**config.mk**
```make
export PLATFORM = sky130hd
export DESIGN_NAME = mem_port_arbiter_flat
export DESIGN_NICKNAME = d
export VERILOG_FILES = /design/src/rtl/mem_port_arbiter_if.sv /design/src/rtl/mem_port_arbiter.sv /design/src/flat_wrapper.sv
export SDC_FILE = /design/constraint.sdc
export NUM_CORES = 1
export LEC_CHECK = 0
export CORE_ASPECT_RATIO = 0.6
export CORE_UTILIZATION = 30
export CTS_BUF_LIST = sky130_fd_sc_hd__clkbuf_8
export CTS_CLUSTER_DIAMETER = 80
export CTS_CLUSTER_SIZE = 16
export DETAILED_ROUTE_END_ITERATION = 10
export PLACE_DENSITY = 0.59
export SKIP_LAST_GASP = 1
export SYNTH_ARGS = -nofsm -noshare
export SYNTH_HDL_FRONTEND = slang
export SYNTH_SLANG_ARGS = --single-unit
export TNS_END_PERCENT = 5
```
**constraint.sdc**
```tcl
create_clock -name clock -period 3.89 [get_ports clock]
set_input_delay 0.9725 -clock clock [delete_from_list [all_inputs] [get_ports clock]]
set_output_delay 0.9725 -clock clock [all_outputs]
set_load 0.01 [all_outputs]
```
**src/rtl/mem_port_arbiter_if.sv**
```systemverilog
// Bundle of the core-side fetch/data ports and the memory-side port of mem_port_arbiter.
// The slave modport is the arbiter's view; master is the view of whatever drives it.
interface mem_port_arbiter_if #(
  parameter int unsigned ADDR_W = 14
);
  logic              i_req;
  logic [31:0]       i_addr;
  logic              i_ready;
  logic [31:0]       i_rdata;

  logic              d_req;
  logic              d_we;
  logic [2:0]        d_func3;
  logic [31:0]       d_addr;
  logic [31:0]       d_wdata;
  logic              d_ready;
  logic [31:0]       d_rdata;
  logic              d_err;

  logic              mem_en;
  logic              mem_we;
  logic [3:0]        mem_be;
  logic [ADDR_W-1:0] mem_addr;
  logic [31:0]       mem_wdata;
  logic [31:0]       mem_rdata;

  modport slave (
    input  i_req, i_addr, d_req, d_we, d_func3, d_addr, d_wdata, mem_rdata,
    output i_ready, i_rdata, d_ready, d_rdata, d_err,
    output mem_en, mem_we, mem_be, mem_addr, mem_wdata
  );

  modport master (
    output i_req, i_addr, d_req, d_we, d_func3, d_addr, d_wdata, mem_rdata,
    input  i_ready, i_rdata, d_ready, d_rdata, d_err,
    input  mem_en, mem_we, mem_be, mem_addr, mem_wdata
  );
endinterface

```
**src/rtl/mem_port_arbiter.sv**
```systemverilog
// Shares one single-port word memory between the fetch and data ports of an RV32I core,
// with fixed-latency access sequencing and byte-lane steering for loads and stores.
module mem_port_arbiter #(
  parameter int unsigned ADDR_W    = 14,
  parameter int unsigned MEM_LAT   = 1,
  parameter bit          PRIO_DATA = 1'b1
) (
  input logic               clock,
  input logic               reset,
  mem_port_arbiter_if.slave bus
);

  typedef enum logic [1:0] {StIdle, StAccess, StWait, StResp} state_e;

  state_e     state_q;
  logic [2:0] cnt_q;
  logic       last_grant_q;  // 1 = data port won the last grant
  logic       gnt_data_q;
  logic       we_q;
  logic [2:0] func3_q;
  logic [1:0] off_q;

  logic [1:0]  d_off;
  logic        req_err;
  logic [3:0]  st_be;
  logic [31:0] st_wdata;
  logic        grant_d;
  logic [7:0]  ld_byte;
  logic [15:0] ld_half;
  logic [31:0] ld_data;

  assign d_off = bus.d_addr[1:0];

  // With round-robin, data wins a conflict unless it won the previous one.
  assign grant_d = bus.d_req & (~bus.i_req | PRIO_DATA | ~last_grant_q);

  always_comb begin
    req_err  = 1'b0;
    st_be    = 4'hF;
    st_wdata = bus.d_wdata;
    if (bus.d_we) begin
      case (bus.d_func3)
        3'd0: begin
          st_be    = 4'b0001 << d_off;
          st_wdata = {4{bus.d_wdata[7:0]}};
        end
        3'd1: begin
          st_be    = 4'b0011 << d_off;
          st_wdata = {2{bus.d_wdata[15:0]}};
          req_err  = d_off[0];
        end
        3'd2:    req_err = (d_off != 2'd0);
        default: req_err = 1'b1;
      endcase
    end else begin
      case (bus.d_func3)
        3'd0, 3'd4: req_err = 1'b0;
        3'd1, 3'd5: req_err = d_off[0];
        3'd2:       req_err = (d_off != 2'd0);
        default:    req_err = 1'b1;
      endcase
    end
  end

  assign ld_byte = bus.mem_rdata[{off_q, 3'b000} +: 8];
  assign ld_half = off_q[1] ? bus.mem_rdata[31:16] : bus.mem_rdata[15:0];

  always_comb begin
    case (func3_q)
      3'd0:    ld_data = {{24{ld_byte[7]}}, ld_byte};
      3'd4:    ld_data = {24'h0, ld_byte};
      3'd1:    ld_data = {{16{ld_half[15]}}, ld_half};
      3'd5:    ld_data = {16'h0, ld_half};
      default: ld_data = bus.mem_rdata;
    endcase
  end

  always_ff @(posedge clock or negedge reset) begin
    if (!reset) begin
      state_q       <= StIdle;
      cnt_q         <= '0;
      last_grant_q  <= 1'b0;
      gnt_data_q    <= 1'b0;
      we_q          <= 1'b0;
      func3_q       <= '0;
      off_q         <= '0;
      bus.i_ready   <= 1'b0;
      bus.i_rdata   <= '0;
      bus.d_ready   <= 1'b0;
      bus.d_rdata   <= '0;
      bus.d_err     <= 1'b0;
      bus.mem_en    <= 1'b0;
      bus.mem_we    <= 1'b0;
      bus.mem_be    <= '0;
      bus.mem_addr  <= '0;
      bus.mem_wdata <= '0;
    end else begin
      // Outputs are single-cycle unless a state below re-asserts them.
      bus.i_ready   <= 1'b0;
      bus.i_rdata   <= '0;
      bus.d_ready   <= 1'b0;
      bus.d_rdata   <= '0;
      bus.d_err     <= 1'b0;
      bus.mem_en    <= 1'b0;
      bus.mem_we    <= 1'b0;
      bus.mem_be    <= '0;
      bus.mem_addr  <= '0;
      bus.mem_wdata <= '0;
      unique case (state_q)
        StIdle: begin
          if (bus.i_req || bus.d_req) begin
            gnt_data_q   <= grant_d;
            last_grant_q <= grant_d;
            if (grant_d) begin
              we_q    <= bus.d_we;
              func3_q <= bus.d_func3;
              off_q   <= d_off;
              if (req_err) begin
                bus.d_ready <= 1'b1;
                bus.d_err   <= 1'b1;
                state_q     <= StResp;
              end else begin
                bus.mem_en    <= 1'b1;
                bus.mem_we    <= bus.d_we;
                bus.mem_be    <= st_be;
                bus.mem_addr  <= bus.d_addr[ADDR_W+1:2];
                bus.mem_wdata <= bus.d_we ? st_wdata : 32'h0;
                state_q       <= StAccess;
              end
            end else begin
              bus.mem_en   <= 1'b1;
              bus.mem_be   <= 4'hF;
              bus.mem_addr <= bus.i_addr[ADDR_W+1:2];
              state_q      <= StAccess;
            end
          end
        end
        StAccess: begin
          cnt_q   <= 3'(MEM_LAT);
          state_q <= StWait;
        end
        StWait: begin
          if (cnt_q == 3'd1) begin
            state_q <= StResp;
            if (gnt_data_q) begin
              bus.d_ready <= 1'b1;
              bus.d_rdata <= we_q ? 32'h0 : ld_data;
            end else begin
              bus.i_ready <= 1'b1;
              bus.i_rdata <= bus.mem_rdata;
            end
          end else begin
            cnt_q <= cnt_q - 3'd1;
          end
        end
        StResp:  state_q <= StIdle;
        default: state_q <= StIdle;
      endcase
    end
  end

  // Word offset and bits beyond the memory size take no part in addressing.
  logic unused_addr_bits;
  assign unused_addr_bits = ^{bus.i_addr[31:ADDR_W+2], bus.i_addr[1:0],
                              bus.d_addr[31:ADDR_W+2]};

endmodule

```
**src/flat_wrapper.sv**
```systemverilog
// flat-port wrapper written by rule: the top's interface ports become plain ports
module mem_port_arbiter_flat 
#(
  parameter int unsigned ADDR_W    = 14,
  parameter int unsigned MEM_LAT   = 1,
  parameter bit          PRIO_DATA = 1'b1
)
  (clock, reset, bus_i_req, bus_i_addr, bus_d_req, bus_d_we, bus_d_func3, bus_d_addr, bus_d_wdata, bus_mem_rdata, bus_i_ready, bus_i_rdata, bus_d_ready, bus_d_rdata, bus_d_err, bus_mem_en, bus_mem_we, bus_mem_be, bus_mem_addr, bus_mem_wdata);
  mem_port_arbiter_if #(.ADDR_W(ADDR_W)) bus_i ();
  input logic clock;
  input logic reset;
  input wire logic [$bits(bus_i.i_req)-1:0] bus_i_req;
  input wire logic [$bits(bus_i.i_addr)-1:0] bus_i_addr;
  input wire logic [$bits(bus_i.d_req)-1:0] bus_d_req;
  input wire logic [$bits(bus_i.d_we)-1:0] bus_d_we;
  input wire logic [$bits(bus_i.d_func3)-1:0] bus_d_func3;
  input wire logic [$bits(bus_i.d_addr)-1:0] bus_d_addr;
  input wire logic [$bits(bus_i.d_wdata)-1:0] bus_d_wdata;
  input wire logic [$bits(bus_i.mem_rdata)-1:0] bus_mem_rdata;
  output wire logic [$bits(bus_i.i_ready)-1:0] bus_i_ready;
  output wire logic [$bits(bus_i.i_rdata)-1:0] bus_i_rdata;
  output wire logic [$bits(bus_i.d_ready)-1:0] bus_d_ready;
  output wire logic [$bits(bus_i.d_rdata)-1:0] bus_d_rdata;
  output wire logic [$bits(bus_i.d_err)-1:0] bus_d_err;
  output wire logic [$bits(bus_i.mem_en)-1:0] bus_mem_en;
  output wire logic [$bits(bus_i.mem_we)-1:0] bus_mem_we;
  output wire logic [$bits(bus_i.mem_be)-1:0] bus_mem_be;
  output wire logic [$bits(bus_i.mem_addr)-1:0] bus_mem_addr;
  output wire logic [$bits(bus_i.mem_wdata)-1:0] bus_mem_wdata;
  assign bus_i.i_req = bus_i_req;
  assign bus_i.i_addr = bus_i_addr;
  assign bus_i.d_req = bus_d_req;
  assign bus_i.d_we = bus_d_we;
  assign bus_i.d_func3 = bus_d_func3;
  assign bus_i.d_addr = bus_d_addr;
  assign bus_i.d_wdata = bus_d_wdata;
  assign bus_i.mem_rdata = bus_mem_rdata;
  assign bus_i_ready = bus_i.i_ready;
  assign bus_i_rdata = bus_i.i_rdata;
  assign bus_d_ready = bus_i.d_ready;
  assign bus_d_rdata = bus_i.d_rdata;
  assign bus_d_err = bus_i.d_err;
  assign bus_mem_en = bus_i.mem_en;
  assign bus_mem_we = bus_i.mem_we;
  assign bus_mem_be = bus_i.mem_be;
  assign bus_mem_addr = bus_i.mem_addr;
  assign bus_mem_wdata = bus_i.mem_wdata;
  mem_port_arbiter #(.ADDR_W(ADDR_W), .MEM_LAT(MEM_LAT), .PRIO_DATA(PRIO_DATA)) u_core (.clock(clock), .reset(reset), .bus(bus_i));
endmodule
```
Word-level counts from Yosys, hierarchy flattened:

Index checks and enable logic that the tools add are counted.
W data, S select, Z words.

* register bits: 131
* input port bits: 136
* output and inout bits: 119
* word-level logic and storage cells: 99

* add/sub/neg operators: 1
* equality and inequality tests: 14
* shift-type cells: 3
* mux-type cells: 53
* reduce and logical (&&, ||, !) cells: 12

Operators by type and width (number)
* $mux W32: 12
* $pmux W32 S4: 1
* $pmux W32 S2: 1
* $mux W14: 4
* $shiftx A32 B6 Y8: 1
* $mux W4: 5
* $mux W1: 18
* $mux W16: 1
* $eq A3 B3 Y1 const B: 4
* $eq A3 B1 Y1 const B: 3
* $mux W2: 4
* $pmux W2 S4: 1
* $pmux W4 S2: 1
* $logic_not A3 Y1: 2
* $pmux W1 S3: 2
* $pmux W3 S2: 1
* $reduce_and A2 Y1: 3
* $eq A2 B2 Y1 const B: 2
* $ne A2 B1 Y1 const B: 2
* $reduce_bool A2 Y1: 2
* $reduce_or A2 Y1: 2
* $shl A1 B2 Y4 const A: 1
* $shl A2 B2 Y4 const A: 1
* $eq A3 B2 Y1 const B: 1
* 8 further kinds: 8

Logic depth before layout (Yosys ltp):

Gate-level depths: netlist (run 1).

* depth after elaboration: 8
* mapped depth: 8
* depth with buffers taken out: 6

Worst setup path after synthesis (run 1):

OpenSTA, ideal clock, no wires.

* path type: input port to flip-flop
* start point: input bus_d_addr[0]
* end point: register u_core.bus.mem_wdata[27]
* library setup time: 94 ps
* data arrival time: 2314 ps
* required time: 3796 ps
* setup slack: 1483 ps
* stages on the path: 7
* buffers on the path: 3
* path through: clkbuf_1 -> a21oi_1 -> nor2_1 -> or4b_1 -> clkbuf_1 -> buf_2 -> a211oi_1

* longest elaborated chain between the ends: 7
* elaborated cells on any way between the ends: 8
* classes of those cells: mux (7); reduce/logical (1)

RTL lines
* start: declaration: line flat_wrapper.sv:17 `input wire logic [$bits(bus_i.d_addr)-1:0] bus_d_addr;`
* $reduce_bool A2 Y1: line mem_port_arbiter.sv:52, mem_port_arbiter.sv:59
* $pmux W1 S3, on equally long branches: line mem_port_arbiter.sv:56, mem_port_arbiter.sv:42
* $mux W1 (*): line mem_port_arbiter.sv:41 `if (bus.d_we) begin`
* $mux W32 (*): line mem_port_arbiter.sv:118 `if (req_err) begin`
* $mux W32 (*): line mem_port_arbiter.sv:114 `if (grant_d) begin`
* $mux W32 (*): line mem_port_arbiter.sv:111 `if (bus.i_req || bus.d_req) begin`
* $mux W32 (*): line mem_port_arbiter.sv:109 `unique case (state_q)`
* end signal: assignment: line mem_port_arbiter.sv:127 `bus.mem_wdata <= bus.d_we ? st_wdata : 32'h0;`
* end: declaration: line mem_port_arbiter_if.sv:30 `output mem_en, mem_we, mem_be, mem_addr, mem_wdata`

Every way passes the cells marked *; elsewhere a longest branch is shown, timed or not.
A chain may end at the register's enable or synchronous reset.

Worst setup path after layout (run 1):

* start point: input bus_d_addr[0]
* end point: register u_core.bus.mem_wdata[2]

Same word-level chain as after synthesis.

==> results of run 1 <==
[power by group]
part | total (mW) | switching, mW | internal [mW]
Combinational | 1.44 | 0.777 | 0.667
Sequential | 1.73 | 0.146 | 1.58
Clock | 1.26 | 0.583 | 0.680
[cell type report]
cell class              count  share of cell area, %
clock buffers              19                   3.20
repair buffers            228                   27.7
inverters                  35                   1.61
well taps                 234                   3.59
flip-flops and latches    131                   40.2
clock inverters            13                   2.10
multi-input cells         287                   21.6
[sequential cells by signal, indices dropped and copies added, names as in the netlist]
register / cells
u_core.bus.d_err: 1
u_core.bus.d_rdata: 32
u_core.bus.d_ready: 1
u_core.bus.i_rdata: 32
u_core.bus.i_ready: 1
u_core.bus.mem_addr: 14
u_core.bus.mem_be: 4
u_core.bus.mem_en: 1
u_core.bus.mem_wdata: 32
u_core.bus.mem_we: 1
u_core.cnt_q: 3
u_core.func3_q: 3
u_core.gnt_data_q: 1
u_core.off_q: 2
u_core.state_q: 2
u_core.we_q: 1
[stage by stage]
stage                     cell area (µm²)  hold slack (ns)  utilization (%)
after floorplan                      5320            0.471                -
after global placement               7730            0.489             44.9
after detailed placement             7730            0.496             44.9
after CTS                            8160            0.509             47.4
after global routing                 8160            0.537             47.4
final                                8160            0.508             47.4
[worst max-delay path by stage]
stage | from | end | slack (ns) | cells past startpoint
3_3_place_gp | bus_d_addr[0] | u_core.bus.mem_wdata[2]$_DFF_PN0_ | 0.60 | 6
4_1_cts | bus_d_addr[0] | u_core.bus.mem_wdata[2]$_DFF_PN0_ | 1.0 | 6
6_report | bus_d_addr[0] | u_core.bus.mem_wdata[2]$_DFF_PN0_ | 0.99 | 6
2_1_floorplan | bus_d_addr[0] | u_core.bus.mem_wdata[27]$_DFF_PN0_ | 1.48 | 7
5_1_grt | bus_d_addr[0] | u_core.bus.mem_wdata[4]$_DFF_PN0_ | 0.82 | 6
3_5_place_dp | bus_d_addr[0] | u_core.bus.mem_wdata[4]$_DFF_PN0_ | 0.54 | 6
[metal layers]
| metal | part of all wire, % | vias to the layer above |
|---|---|---|
| met3 | 9.3 | 27 |
| met4 | 1.4 | 0 |
| met5 | 0 | - |
| met1 | 47 | 2173 |
| li1 | - | 2090 |
| met2 | 42 | 193 |
[cells in the mapped netlist (all sizes together) (2+ instances only)]
cell type,count
inv,35
mux2,6
o22ai,7
ha,5
or2,2
nor3,10
dfrtp,131
a221oi,6
buf,10
a21oi,42
o22a,2
clkbuf,24
nor2,38
mux2i,26
o21ai,17
nand3,4
nor4,25
o21a,6
nand4b,2
nand2b,5
and2,17
nand2,44
a211oi,10
[logic make-up after synthesis]
group	share of synthesized area [%]
muxes	6.66
AOI/OAI and AO/OA	11.3
DFF	61.7
adders and majority gates	1.18
buffers and inverters	5.23
and+or+nand+nor	13.9
[cell usage in the layout (no fill, tap or decap), types with 2 or more instances in the layout]
cell	n
clkinvlp_4	2
nor3_1	10
nand2_1	44
inv_6	5
bufinv_16	3
clkdlybuf4s50_1	219
clkinv_4	2
inv_1	35
and2_1	17
buf_4	8
nand2b_1	5
a221oi_1	6
clkbuf_8	19
a21oi_2	2
o22ai_1	7
a21oi_1	40
nor2_1	37
dfrtp_1	131
ha_1	5
nand3_1	4
mux2_2	6
nor4_1	25
or2_2	2
o21a_1	6
nand4b_1	2
mux2i_1	26
a211oi_1	10
o21ai_0	17
==> results_dict.tcl, run 1 <==
set metrics [dict create \
    cts_tree "yes" \
    hold_path.class "flop to flop" \
    fp.dieW_um 174 \
    multi_input_area_um2 1760 \
    final_nets 841 \
    die_area_um2 18300 \
    cp.required_ns 4.25 \
    worstHoldPathCells 1 \
    path_class "input port to flop" \
    dp.cells 915 \
    worstHoldStart "u_core.we_q$_DFFE_PN0P_" \
    io_pins 255 \
    synth-async-reset-ratio_pct 100 \
    reg2reg_from "u_core.state_q[1]$_DFFE_PN0P_" \
    postRouteAntennaNets 0 \
    cp_cell_sequence "clkdlybuf4s50_1 > a21oi_1 > nor2_1 > or4b_1 > inv_1 > and2_1" \
    fmax_mhz 345 \
    grt_use_met3_pct 6.88 \
    final_max_slew_viol_count 0 \
    grt_setup_unrepaired "false" \
    power.leakage_nw 3.70 \
    first_iter_violations 242 \
    setup_viol 0 \
    grt_util_all_layers_pct 18.6 \
    yosysTopAreaCell "dfrtp_1" \
    netlist_area_um2 5320 \
    grtUsageMet2_pct 26.8 \
    wire_per_inst_um 17.5 \
    hold_viol 0 \
    p_per_area_nw_per_um2 543 \
    maxSlewHeadroom_pct 31.3 \
    syn_area_per_cell_um2 10.9 \
    path_delay_family "simple AND/OR/NAND/NOR gates" \
    first_global_vias 4707 \
    synth_area_leaders "dfrtp_1, mux2i_1, a21oi_1" \
    rows 37 \
    reg2reg_depth 6 \
    synth.top_cell.area_share_pct 61.7 \
    syn_nets 628 \
    cp_slowest_cell "or4b_1" \
    total_power_mw 4.43 \
    yosysSeqAreaShare_pct 61.7 \
    final_layout_size_suffix_gt1_share_pct 7.71 \
    slowest_delay_ns 0.92 \
    ys.flop_type "dfrtp_1" \
    fin_crit_ns 2.90 \
    top_usage_layer "met2" \
    io_buffer_count 220 \
    final_cells 947 \
    n_fill_cell 1542 \
    met1_usage_pct 25.6 \
    setup_ws_ns 0.989 \
    postCtsSetupBuffers 0 \
    status "finished, final reports clean" \
    vias 4483 \
    synthDistinctLibCells 40 \
    path_buf_inv 2 \
    reg2reg_slack_ns 1.24 \
    worstMarginPinSlew_ns 1.03 \
    routabilityCongestion 0.821 \
    fin_skew_ns 0.0153 \
    drc 0 \
    start_util_pct 30.9 \
    min_to "u_core.we_q$_DFFE_PN0P_" \
    r2r-end "u_core.bus.mem_wdata[2]$_DFF_PN0_" \
    finalSetupTns_ns 0 \
    clock-sinks 131 \
    cts_hold_buf 0 \
    synthToLayoutAreaGrowth_pct 53.5 \
    ff_latch_area_um2 3280 \
    period_share_pct 74.6 \
    core_area_um2 17200 \
    wl_mm 16.5 \
    startpoint_type "input port" \
    grt-ovfl-total 0 \
    yosys_warnings 0 \
    pre_cts_slack_ns 0.535 \
    cts_buffers 17 \
    antenna_found_initial 0 \
    grt_pass1_wl_mm 26.0 \
    grt_max_degree 81 \
    synth_edf_count 0 \
    ys_seq_elements 131 \
    cap_violations 0 \
    syn_inst 487 \
    post_cts_resize_count 0 \
    clk_pin_slew_ns 0.08 \
    cts-root-buf "clkbuf_8" \
    via_per_inst 4.73 \
    worstPathArrival_ns 3.27 \
    peakVddDrop_uv 246 \
    die_h_um 105 \
    first_pass_iters 4 \
    diodes 0 \
    ctsHtreeMaxLevel 4 \
    path_max_fanout 25 \
    crit_path_end_kind "flop" \
    clkLatencyLatePin_ns 0.44 \
    clockBufferDepth 2 \
    dpl.hpwl_mm 11.9 \
]
Power figures use the tool's default switching activity.
==> run 2, diff against run 1 <==
==> constraint.sdc (replaced) <==
create_clock -name clock -period 2.7 [get_ports clock]
set_input_delay 0.675 -clock clock [delete_from_list [all_inputs] [get_ports clock]]
set_output_delay 0.675 -clock clock [all_outputs]
set_load 0.01 [all_outputs]
==> run 2 against run 1 <==
  * Sequential power grew 42%
  * Count of clock-buffer cells in the layout is 2 lower
  * Worst hold slack worse by 0.32 ns
  * First-iteration DRC count increased by 21%
  * Critical path type is now flop to flop
  * Critical endpoint is now u_core.bus.d_rdata[23]$_DFF_PN0_
  * Largest cell class unchanged
==> results_dict.tcl, run 2 (same netlist as run 1, synthesis figures left out) <==
set metrics [dict create \
    first_pass_iters 5 \
    postCtsSetupBuffers 0 \
    grt_setup_unrepaired "false" \
    peakVddDrop_uv 406 \
    cts_hold_buf 0 \
    power.leakage_nw 3.79 \
    routabilityCongestion 0.797 \
    grt_max_degree 64 \
    cp.required_ns 3.06 \
    grt_pass1_wl_mm 25.7 \
    path_max_fanout 17 \
    fmax_mhz 448 \
    first_global_vias 4783 \
    path_class "flop to flop" \
    slowest_delay_ns 0.53 \
    clk_pin_slew_ns 0.09 \
    postLayoutCellArea_um2 8300 \
    worstMarginPinSlew_ns 0.624 \
    cts_buffers 17 \
    io_buffer_count 220 \
    start_util_pct 30.9 \
    ctsHtreeMaxLevel 4 \
    synthToLayoutAreaGrowth_pct 56.2 \
    rows 37 \
    p_per_area_nw_per_um2 785 \
    grt_util_all_layers_pct 18.3 \
    clockBufferDepth 2 \
    ff_latch_area_um2 3280 \
    hold_viol 0 \
    drc 0 \
    die_area_um2 18300 \
    wire_per_inst_um 16.9 \
    n_fill_cell 1573 \
    cts_tree "yes" \
    antenna_found_initial 0 \
    fin_skew_ns 0.0146 \
    period_share_pct 82.8 \
    vias 4530 \
    hold_path.class "input port to async pin" \
    multi_input_area_um2 1760 \
    core_area_um2 17200 \
    place_area_um2 7850 \
    startpoint_type "flop" \
    final_util_pct 48.2 \
    hold-worst-slack_ns 0.183 \
    dp.cells 928 \
    wl_mm 16.2 \
    diodes 0 \
    finalSetupTns_ns 0 \
    post_cts_resize_count 0 \
    cts-root-buf "clkbuf_8" \
    setup_viol 0 \
    mostFrequentLayoutCells "clkdlybuf4s50_1, dfrtp_1, nand2_1, a21oi_1, nor2_1" \
    fp.dieW_um 174 \
    io_pins 255 \
    final_nets 854 \
    maxSlewHeadroom_pct 58.0 \
    cp_cell_sequence "inv_1 > ha_1 > nand4b_1 > or2_2 > a221o_2 > a21oi_1" \
    dpl.hpwl_mm 12.0 \
    grt-ovfl-total 0 \
    final_cells 960 \
    pre_cts_slack_ns 0.0802 \
    final_max_slew_viol_count 0 \
    total_power_mw 6.51 \
    via_per_inst 4.72 \
    worstPathArrival_ns 2.59 \
    setup_ws_ns 0.465 \
    cp_slowest_cell "a221o_2" \
    fin_crit_ns 2.23 \
    final_layout_size_suffix_gt1_share_pct 9.37 \
    die_h_um 105 \
    reg.largest.list "u_core.bus.d_rdata (32), u_core.bus.i_rdata (32), u_core.bus.mem_wdata (32)" \
    cap_violations 0 \
    crit_path_end_kind "flop" \
    first_iter_violations 292 \
    final_common_cell "clkdlybuf4s50_1" \
    clkLatencyLatePin_ns 0.45 \
    status "finished, final reports clean" \
    clock-sinks 131 \
    postRouteAntennaNets 0 \
]
[run 2: report_power, final]
part	switching [mW]	internal (mW)
combinational	1.14	1.01
clock	0.877	1.03
sequential	0.175	2.28
[run 2: path summary, 6_finish.rpt]
path / startpoint / end / slack [ns] / cells after the start
worst max-delay path: u_core.state_q[0]$_DFFE_PN0P_ / u_core.bus.d_rdata[23]$_DFF_PN0_ / 0.47 / 6
worst max register to register: u_core.state_q[0]$_DFFE_PN0P_ / u_core.bus.d_rdata[23]$_DFF_PN0_ / 0.47 / 6
worst min-delay path: reset / u_core.bus.d_rdata[6]$_DFF_PN0_ / 0.18 / 1
worst min register to register: u_core.we_q$_DFFE_PN0P_ / u_core.we_q$_DFFE_PN0P_ / 0.51 / 1
max in group asynchronous: reset / u_core.bus.i_rdata[11]$_DFF_PN0_ / 1.80 / 2
min in group clock: u_core.we_q$_DFFE_PN0P_ / u_core.we_q$_DFFE_PN0P_ / 0.51 / 1
[run 2: area by class of cell]
| class | count | area share [%] |
|---|---|---|
| sequential | 131 | 39.5 |
| timing repair buffer | 241 | 28.7 |
| multi-input combinational | 287 | 21.2 |
| tap | 234 | 3.53 |
| clock buffer | 17 | 2.82 |
| clock inverter | 15 | 2.62 |
| inverter | 35 | 1.58 |
[run 2: worst max-delay path: cells and delay by family (launching register included)]
kind | cells | cell delay (ns)
compound gates | 2 | 0.72
simple gates | 2 | 0.66
flops | 1 | 0.41
fa+ha+maj | 1 | 0.26
buf+inv | 1 | 0.09
[run 2: routing by layer]
metal  part of all wire [%]  global-route usage (%)
met1                     47                    25.5
met2                     42                    25.5
met3                     10                    6.99
met4                    1.4                    6.58
met5                      0                       0
